`config.mk`:
```
export PLATFORM = sky130hd
export DESIGN_NAME = pla_sweep_ctrl
export DESIGN_NICKNAME = d
export VERILOG_FILES = /design/src/rtl/pla_sweep_ctrl.sv
export SDC_FILE = /design/constraint.sdc
export NUM_CORES = 1
export LEC_CHECK = 0
export CAP_MARGIN = 0
export CORE_UTILIZATION = 47
export DETAILED_ROUTE_END_ITERATION = 16
export PLACE_DENSITY = 0.86
export SETUP_SLACK_MARGIN = 0.4
export SLEW_MARGIN = 20
export SYNTH_ARGS = -nofsm -noshare
export SYNTH_HDL_FRONTEND = slang
export SYNTH_SLANG_ARGS = --single-unit
```
`constraint.sdc`:
```
create_clock -name clk -period 2.3 [get_ports clk]
set_input_delay 0.23 -clock clk [delete_from_list [all_inputs] [get_ports clk]]
set_output_delay 0.23 -clock clk [all_outputs]
set_load 0.01 [all_outputs]
```
`src/rtl/pla_sweep_ctrl.sv`:
```
// Exhaustive sweep sequencer for a 6-input, 1-output PLA function block.
// Drives every minterm, captures y0 into a truth table and scores it against a golden table.
module pla_sweep_ctrl #(
  parameter int N_IN   = 6,
  parameter int SETTLE = 1,
  localparam int TT_W  = 2 ** N_IN
) (
  input  logic              clk,
  input  logic              rst_n,
  input  logic              start,
  input  logic              abort,
  input  logic [TT_W-1:0]   golden,
  output logic [N_IN-1:0]   x_out,
  input  logic              y_in,
  output logic              busy,
  output logic              done,
  output logic              valid,
  output logic [TT_W-1:0]   tt,
  output logic [N_IN:0]     ones_cnt,
  output logic [N_IN:0]     err_cnt,
  output logic              mismatch,
  output logic [N_IN-1:0]   first_err_idx
);

  typedef enum logic [1:0] {
    IDLE  = 2'd0,
    SWEEP = 2'd1,
    DONE  = 2'd2
  } state_t;

  localparam logic [3:0]      SETTLE_LAST = 4'(SETTLE);
  localparam logic [N_IN-1:0] IDX_LAST    = '1;
  localparam logic [N_IN-1:0] IDX_ONE     = N_IN'(1);
  localparam logic [N_IN:0]   CNT_ONE     = (N_IN + 1)'(1);

  state_t          state;
  state_t          state_nx;
  logic [TT_W-1:0] golden_q;
  logic [3:0]      settle_cnt;

  logic accept;
  logic quit;
  logic capture;
  logic last_vec;
  logic y_err;

  // A start in IDLE outranks a simultaneous abort; abort only acts while sweeping.
  assign accept   = (state == IDLE) && start;
  assign quit     = (state == SWEEP) && abort;
  assign capture  = (state == SWEEP) && !abort && (settle_cnt == SETTLE_LAST);
  assign last_vec = (x_out == IDX_LAST);
  assign y_err    = (y_in != golden_q[x_out]);

  // NOTE: sequential state uses non-blocking (<=) so every flop samples pre-edge values.
  always_ff @(posedge clk or negedge rst_n) begin
    if (!rst_n) state <= IDLE;
    else        state <= state_nx;
  end

  // NOTE: default assignment first so no path through the case infers a latch.
  always_comb begin
    state_nx = state;
    unique case (state)
      IDLE:    if (start) state_nx = SWEEP;
      SWEEP: begin
        if (abort)                    state_nx = IDLE;
        else if (capture && last_vec) state_nx = DONE;
      end
      DONE:    state_nx = IDLE;
      default: state_nx = IDLE;
    endcase
  end

  always_comb begin
    busy = (state == SWEEP);
    done = (state == DONE);
  end

  // NOTE: the truth table is plain flops, not a RAM, so it is cleared by reset like any register.
  always_ff @(posedge clk or negedge rst_n) begin
    if (!rst_n) begin
      golden_q      <= '0;
      x_out         <= '0;
      settle_cnt    <= '0;
      valid         <= 1'b0;
      tt            <= '0;
      ones_cnt      <= '0;
      err_cnt       <= '0;
      mismatch      <= 1'b0;
      first_err_idx <= '0;
    end else if (accept) begin
      golden_q      <= golden;
      x_out         <= '0;
      settle_cnt    <= '0;
      valid         <= 1'b0;
      tt            <= '0;
      ones_cnt      <= '0;
      err_cnt       <= '0;
      mismatch      <= 1'b0;
      first_err_idx <= '0;
    end else if (quit) begin
      // Partial results stay visible but are flagged as not valid.
      x_out      <= '0;
      settle_cnt <= '0;
      valid      <= 1'b0;
    end else if (state == SWEEP) begin
      if (capture) begin
        tt[x_out] <= y_in;
        if (y_in) ones_cnt <= ones_cnt + CNT_ONE;
        if (y_err) begin
          err_cnt  <= err_cnt + CNT_ONE;
          mismatch <= 1'b1;
          if (!mismatch) first_err_idx <= x_out;
        end
        settle_cnt <= '0;
        if (last_vec) begin
          // Index parks at 0 for the DONE cycle instead of wrapping.
          x_out <= '0;
          valid <= 1'b1;
        end else begin
          x_out <= x_out + IDX_ONE;
        end
      end else begin
        settle_cnt <= settle_cnt + 4'd1;
      end
    end
  end

  a_done_valid : assert property (@(posedge clk) disable iff (!rst_n) done |-> (valid && !busy));
  a_idle_x0    : assert property (@(posedge clk) disable iff (!rst_n) !busy |-> (x_out == '0));
  a_err_bound  : assert property (@(posedge clk) disable iff (!rst_n) (err_cnt != '0) == mismatch);

endmodule

```
**Word level (Yosys, flattened, before mapping)**

Cells that the tools add are included.

- Output and inout port bits: 94
- Input port bits: 69
- Flip-flop bits (word level): 162

- Equality and inequality tests: 9
- $lt $le $gt $ge: 2
- Reductions and logical operators: 22
- Add/subtract/negate cells: 4
- Mux-type cells: 48

Operators by type and width:

| kind | number |
|---|---|
| 64-bit 2-to-1 mux | 4 |
| 7-bit 2-to-1 mux | 10 |
| 6-bit 2-to-1 mux | 11 |
| 64-bit bitwise mux | 1 |
| 4-bit 2-to-1 mux | 4 |
| 7-bit by 1-bit adder with 7-bit output (second input constant) | 2 |
| 1-bit 2-to-1 mux | 12 |
| 3-bit nonzero test | 3 |
| 4-bit AND reduction | 2 |
| 2-bit nonzero test | 4 |
| 6-bit by 7-bit < comparator with 1-bit output (second input constant) | 1 |
| 6-bit by 1-bit adder with 6-bit output (second input constant) | 1 |
| 1-bit binary-select mux with 6-bit select | 1 |
| 1-bit demux with 6-bit select | 1 |
| 6-bit == test (second input constant) | 1 |
| 6-bit by 1-bit greater-or-equal comparator with 1-bit output (second input constant) | 1 |
| 1-bit logical AND | 6 |
| 2-bit 2-to-1 mux | 3 |
| 3-bit AND reduction | 2 |
| 5-bit AND reduction | 1 |
| 4-bit by 1-bit adder with 4-bit output (second input constant) | 1 |
| 4-bit by 1-bit == test with 1-bit output (second input constant) | 1 |
| 2-bit != test (second input constant) | 2 |
| 2-bit case mux with 2 select lines | 1 |
| other kinds (8) | 9 |

**Depth between registers and ports, before layout**

Gate-level depths: netlist of run 1.

- Depth in word-level cells: 9
- Mapped depth: 11

**Least setup slack after synthesis of run 1**

No wires, ideal clock.

- Kind: register -> register
- From: reg x_out[0]
- To: reg err_cnt[4]
- Arrival: 2462 ps
- Cell stages (with the launch flop): 10
- Clock period less this slack: 2561 ps
- Slack: -261 ps
- Cell sequence: dfrtp_1 buf_6 buf_12 mux4_2 a21oi_1 nand2_1 a2111oi_4 nand3_2 and2_4 o311ai_4

- Word-level cells in the longest chain between the ends: 5

RTL lines:

| what | RTL line | RTL |
|---|---|---|
| start, declared | 13 | `output logic [N_IN-1:0] x_out,` |
| start signal, assigned | 121 | `x_out <= x_out + IDX_ONE;` |
| 1-bit binary-select mux with 6-bit select | 52 | `assign y_err = (y_in != golden_q[x_out]);` |
| 1-bit 2-to-1 mux (implied by the code) | 52 |  |
| 1-bit != test | 52 |  |
| 2-bit nonzero test (no line) | n/a |  |
| 4-bit AND reduction (no line) | n/a |  |
| end signal, assigned | 111 | `err_cnt <= err_cnt + CNT_ONE;` |
| end, declared | 20 | `output logic [N_IN:0] err_cnt,` |

Every way passes these cells. The select of a mux whose other input is x is not followed.
A chain may end at the register's enable or synchronous reset.

**Final worst setup path of run 1**

- From: reg settle_cnt[1]
- To: reg tt[20]

- Word-level cells in the longest chain between the ends: 4

RTL lines:

| what | RTL line | RTL |
|---|---|---|
| start, declared | 39 | `logic [3:0] settle_cnt;` |
| start signal, assigned | 124 | `settle_cnt <= settle_cnt + 4'd1;` |
| 4-bit by 1-bit == test with 1-bit output | 50 | `assign capture = (state == SWEEP) && !abort && (settle_cnt == SETTLE_LAST);` |
| 1-bit logical AND | 50 |  |
| 2-bit nonzero test (no line) | n/a |  |
| 3-bit AND reduction (no line) | n/a |  |
| end signal, assigned by index | 108 | `tt[x_out] <= y_in;` |
| end, declared | 18 | `output logic [TT_W-1:0] tt,` |

Every way passes these cells.

==> reports/metrics.cfg, run 1 <==
[die]
die-area_um2=17200
ios=163
die_h_um=131
start_util_pct=48.7
rows=46
die-width_um=131
core_um2=16100

[yosys]
async_flop_share_pct=100
synth_cells=852
synth.area.top_cells=dfrtp_1 52%, nand2_1 14%, mux2i_1 5.5%
synth-seq-cells=162
synth_top_area_cell=dfrtp_1
synth_enable_flop_cells=0
ys_seq_area_share_pct=51.6
syn-num-nets=926
yosys.cell_types.count=54
synthFlopType=dfrtp_1
synth.avg_cell_area_um2=9.21
synth_area_um2=7850
synth_warnings=0
synth_common_cells=294 x nand2_1, 162 x dfrtp_1, 52 x clkbuf_1, 52 x nor2_1, 51 x nand3_1
synth_top_area_share_pct=51.6
synth.most_common_cell=nand2_1

[setup_path]
crit_arrival_ps=3290
start_kind=register
required_ps=2640
end_kind=register
path_max_fanout=4
worstSetupPathType=reg2reg

[finish]
multi_input_area_um2=4290
stdcell_count=1297
fillers=912
antenna_cells=0
regArea_um2=4060
drive_above_1_share_pct=28.4
nets=1142
area_growth_pct=52.5
fin_area_um2=12000
final_util_pct=74.3

[clock_tree]
clock_latency_ps=460
cts_root_buffer=clkbuf_16
clock_sinks=162
htree_levels=4
cts_buffer_depth=2
clkTransAtPathRegs_ps=80
cts_made_buffers=17
cts_tree=done

[grt]
grt_max_degree=65
grt_pass1_wl_um=40200
track_usage_pct=30.1
grt.overflow.total=0
antenna_found_initial=0
grt_pass1_vias=7540

[sta]
fin_crit_ps=2960
period_share_pct=129
finClkSkew_ps=19.6
worstMarginPinSlew_ps=999
setup_violations=79
relSlewSlack_pct=33.1
rsz0062_at_grt=yes
final-hold-violation-count=0
setup_slack_ps=-657
clock.fmax_mhz=338
drv_slew=0

[pwr]
pwr-share-comb_pct=30.6
report.power.total_mw=9.86
power_density_nw_per_um2=823
clockPowerShare_pct=34.2
ir_worst_vdd_mv=0.616
switching_share_pct=33.2
intPower_mw=6.58
seqPwrFrac_pct=35.3
leakagePower_nw=5.53
switchingPower_mw=3.28

[flow_run]
max_cap_violations=0

[drt]
dr_total_vias=8131
ant_nets=0
first_iter_violations=956
wl_per_cell_um=24.2
wirelength_um=31400
first_pass_iters=5
drc=0
avgViaCountPerCell=6.27

[placed_design]
placed_area_um2=10000
routabilityCongestion=0.838
dp_cells=1224
portBuffers=162
pre_cts_slack_ps=-442
hpwl_um=15300

[hold_path]
hold_class=in2async

[run_status]
status=finished, violations left
violations=setup timing

[critical path: stages, from the launching register on]
cell	delay (ps)
dfrtp_1	400
inv_1	80
ha_2	170
or3b_4	420
or3_4	440
buf_12	150
nor4_4	240
buf_4	170
buf_6	100
clkbuf_16	150
nand3_2	130
a21oi_2	400
[kinds of logic (layout without fill, tap and decap cells)]
family / count (synthesis) / in the layout / synth area share [%]
AOI/OAI and AO/OA: 78 / 78 / 6.44
buffers and inverters: 72 / 300 / 3.92
DFF: 162 / 162 / 51.6
adders and majority gates: 5 / 5 / 0.797
xor gates and xnor gates: 11 / 11 / 1.23
muxes: 59 / 59 / 10.1
and+or+nand+nor: 465 / 466 / 25.9
[power groups by stage]
stage	clock network, mW	logic, mW	registers (mW)
after global placement	0	2.14	3.48
after global routing	3.47	3.14	3.50
after CTS	3.28	2.52	3.44
after floorplan	0	1.38	3.38
final	3.37	3.01	3.48
after detailed placement	0	2.21	3.49
[cells in the final DEF, fill, tap and decap left out, drive strengths merged, types with 2 or more instances in the layout]
master	instances
and3b	3
and2	6
mux2	2
o31ai	2
nor3	11
a22oi	2
xnor2	4
o21a	2
buf	99
dlygate4sd2	3
nor3b	5
nand2b	6
dfrtp	162
nand3	52
a21oi	40
ha	5
mux2i	43
o211ai	5
mux4	14
clkbuf	27
nor2b	2
nor2	52
nand4	13
nand2	294
nand4b	9
nor4	3
bufinv	5
and3	6
o21ai	16
a2111oi	2
clkdlybuf4s50	156
xor2	7
inv	7
[worst paths after layout]
kind | slack [ps] | depth (start not counted) | start | endpoint
worst min-delay path | 310 | 2 | rst_n | tt[36]
max in group asynchronous | 1250 | 3 | rst_n | tt[43]
worst min register to register | 480 | 2 | golden_q[9] | golden_q[9]
worst max-delay path | -660 | 11 | settle_cnt[1] | tt[20]
worst max register to register | -660 | 11 | settle_cnt[1] | tt[20]
min in group clk | 310 | 3 | golden[5] | golden_q[5]
[state kept, by name, summed over array words and instances, names as in the netlist]
signal,count
x_out,6
tt,64
state,2
ones_cnt,7
mismatch,1
valid,1
first_err_idx,6
err_cnt,7
settle_cnt,4
golden_q,64
[through the flow]
stage | setup TNS, ps | hold WS, ps
2_1_floorplan | -2770 | -65.6
3_3_place_gp | -4120 | 224
3_5_place_dp | -5370 | 232
4_1_cts | -4600 | 300
5_1_grt | -24780 | 325
6_report | -19580 | 310
[layer usage]
layer	track usage, %	share of wire, %
met1	36.4	35
met2	49.2	47
met3	6.71	9.6
met4	18.0	8.5
met5	0	0
[final cells by class]
cell class / count / share of cell area [%]
multi-input combinational: 619 / 35.8
sequential: 162 / 33.9
timing repair buffer: 262 / 22.2
clock buffer: 25 / 4.31
tap: 216 / 2.26
clock inverter: 7 / 1.39
inverter: 6 / 0.188
[repair_timing]
action | 4_1_cts | 5_1_grt
gates cloned | 2 | 2
gates resized for setup | 94 | 134
setup buffers | 17 | 19
pin swaps | 42 | 75
hold buffers | 1 | 0
setup endpoints to repair | 84 | 95
endpoints found under the hold margin | 52 | 0
Note: power is estimated with default switching activity, not from simulation.
==> inputs of run 2 (changes only) <==
--- a/config.mk
+++ b/config.mk
@@ -10,7 +10,6 @@
 export DETAILED_ROUTE_END_ITERATION = 16
 export PLACE_DENSITY = 0.86
 export SETUP_SLACK_MARGIN = 0.4
-export SLEW_MARGIN = 20
 export SYNTH_ARGS = -nofsm -noshare
 export SYNTH_HDL_FRONTEND = slang
 export SYNTH_SLANG_ARGS = --single-unit
==> results of run 2 <==
No change in the layout: final DEF, timing and power equal those of run 1.
==> inputs of run 3 (changes only) <==
--- a/config.mk
+++ b/config.mk
@@ -5,9 +5,9 @@
 export SDC_FILE = /design/constraint.sdc
 export NUM_CORES = 1
 export LEC_CHECK = 0
-export CAP_MARGIN = 0
 export CORE_UTILIZATION = 47
 export DETAILED_ROUTE_END_ITERATION = 16
+export GPL_ROUTABILITY_DRIVEN = 0
 export PLACE_DENSITY = 0.86
 export SETUP_SLACK_MARGIN = 0.4
 export SYNTH_ARGS = -nofsm -noshare
==> results of run 3 <==
No change in the layout: final DEF, timing and power equal those of run 1.
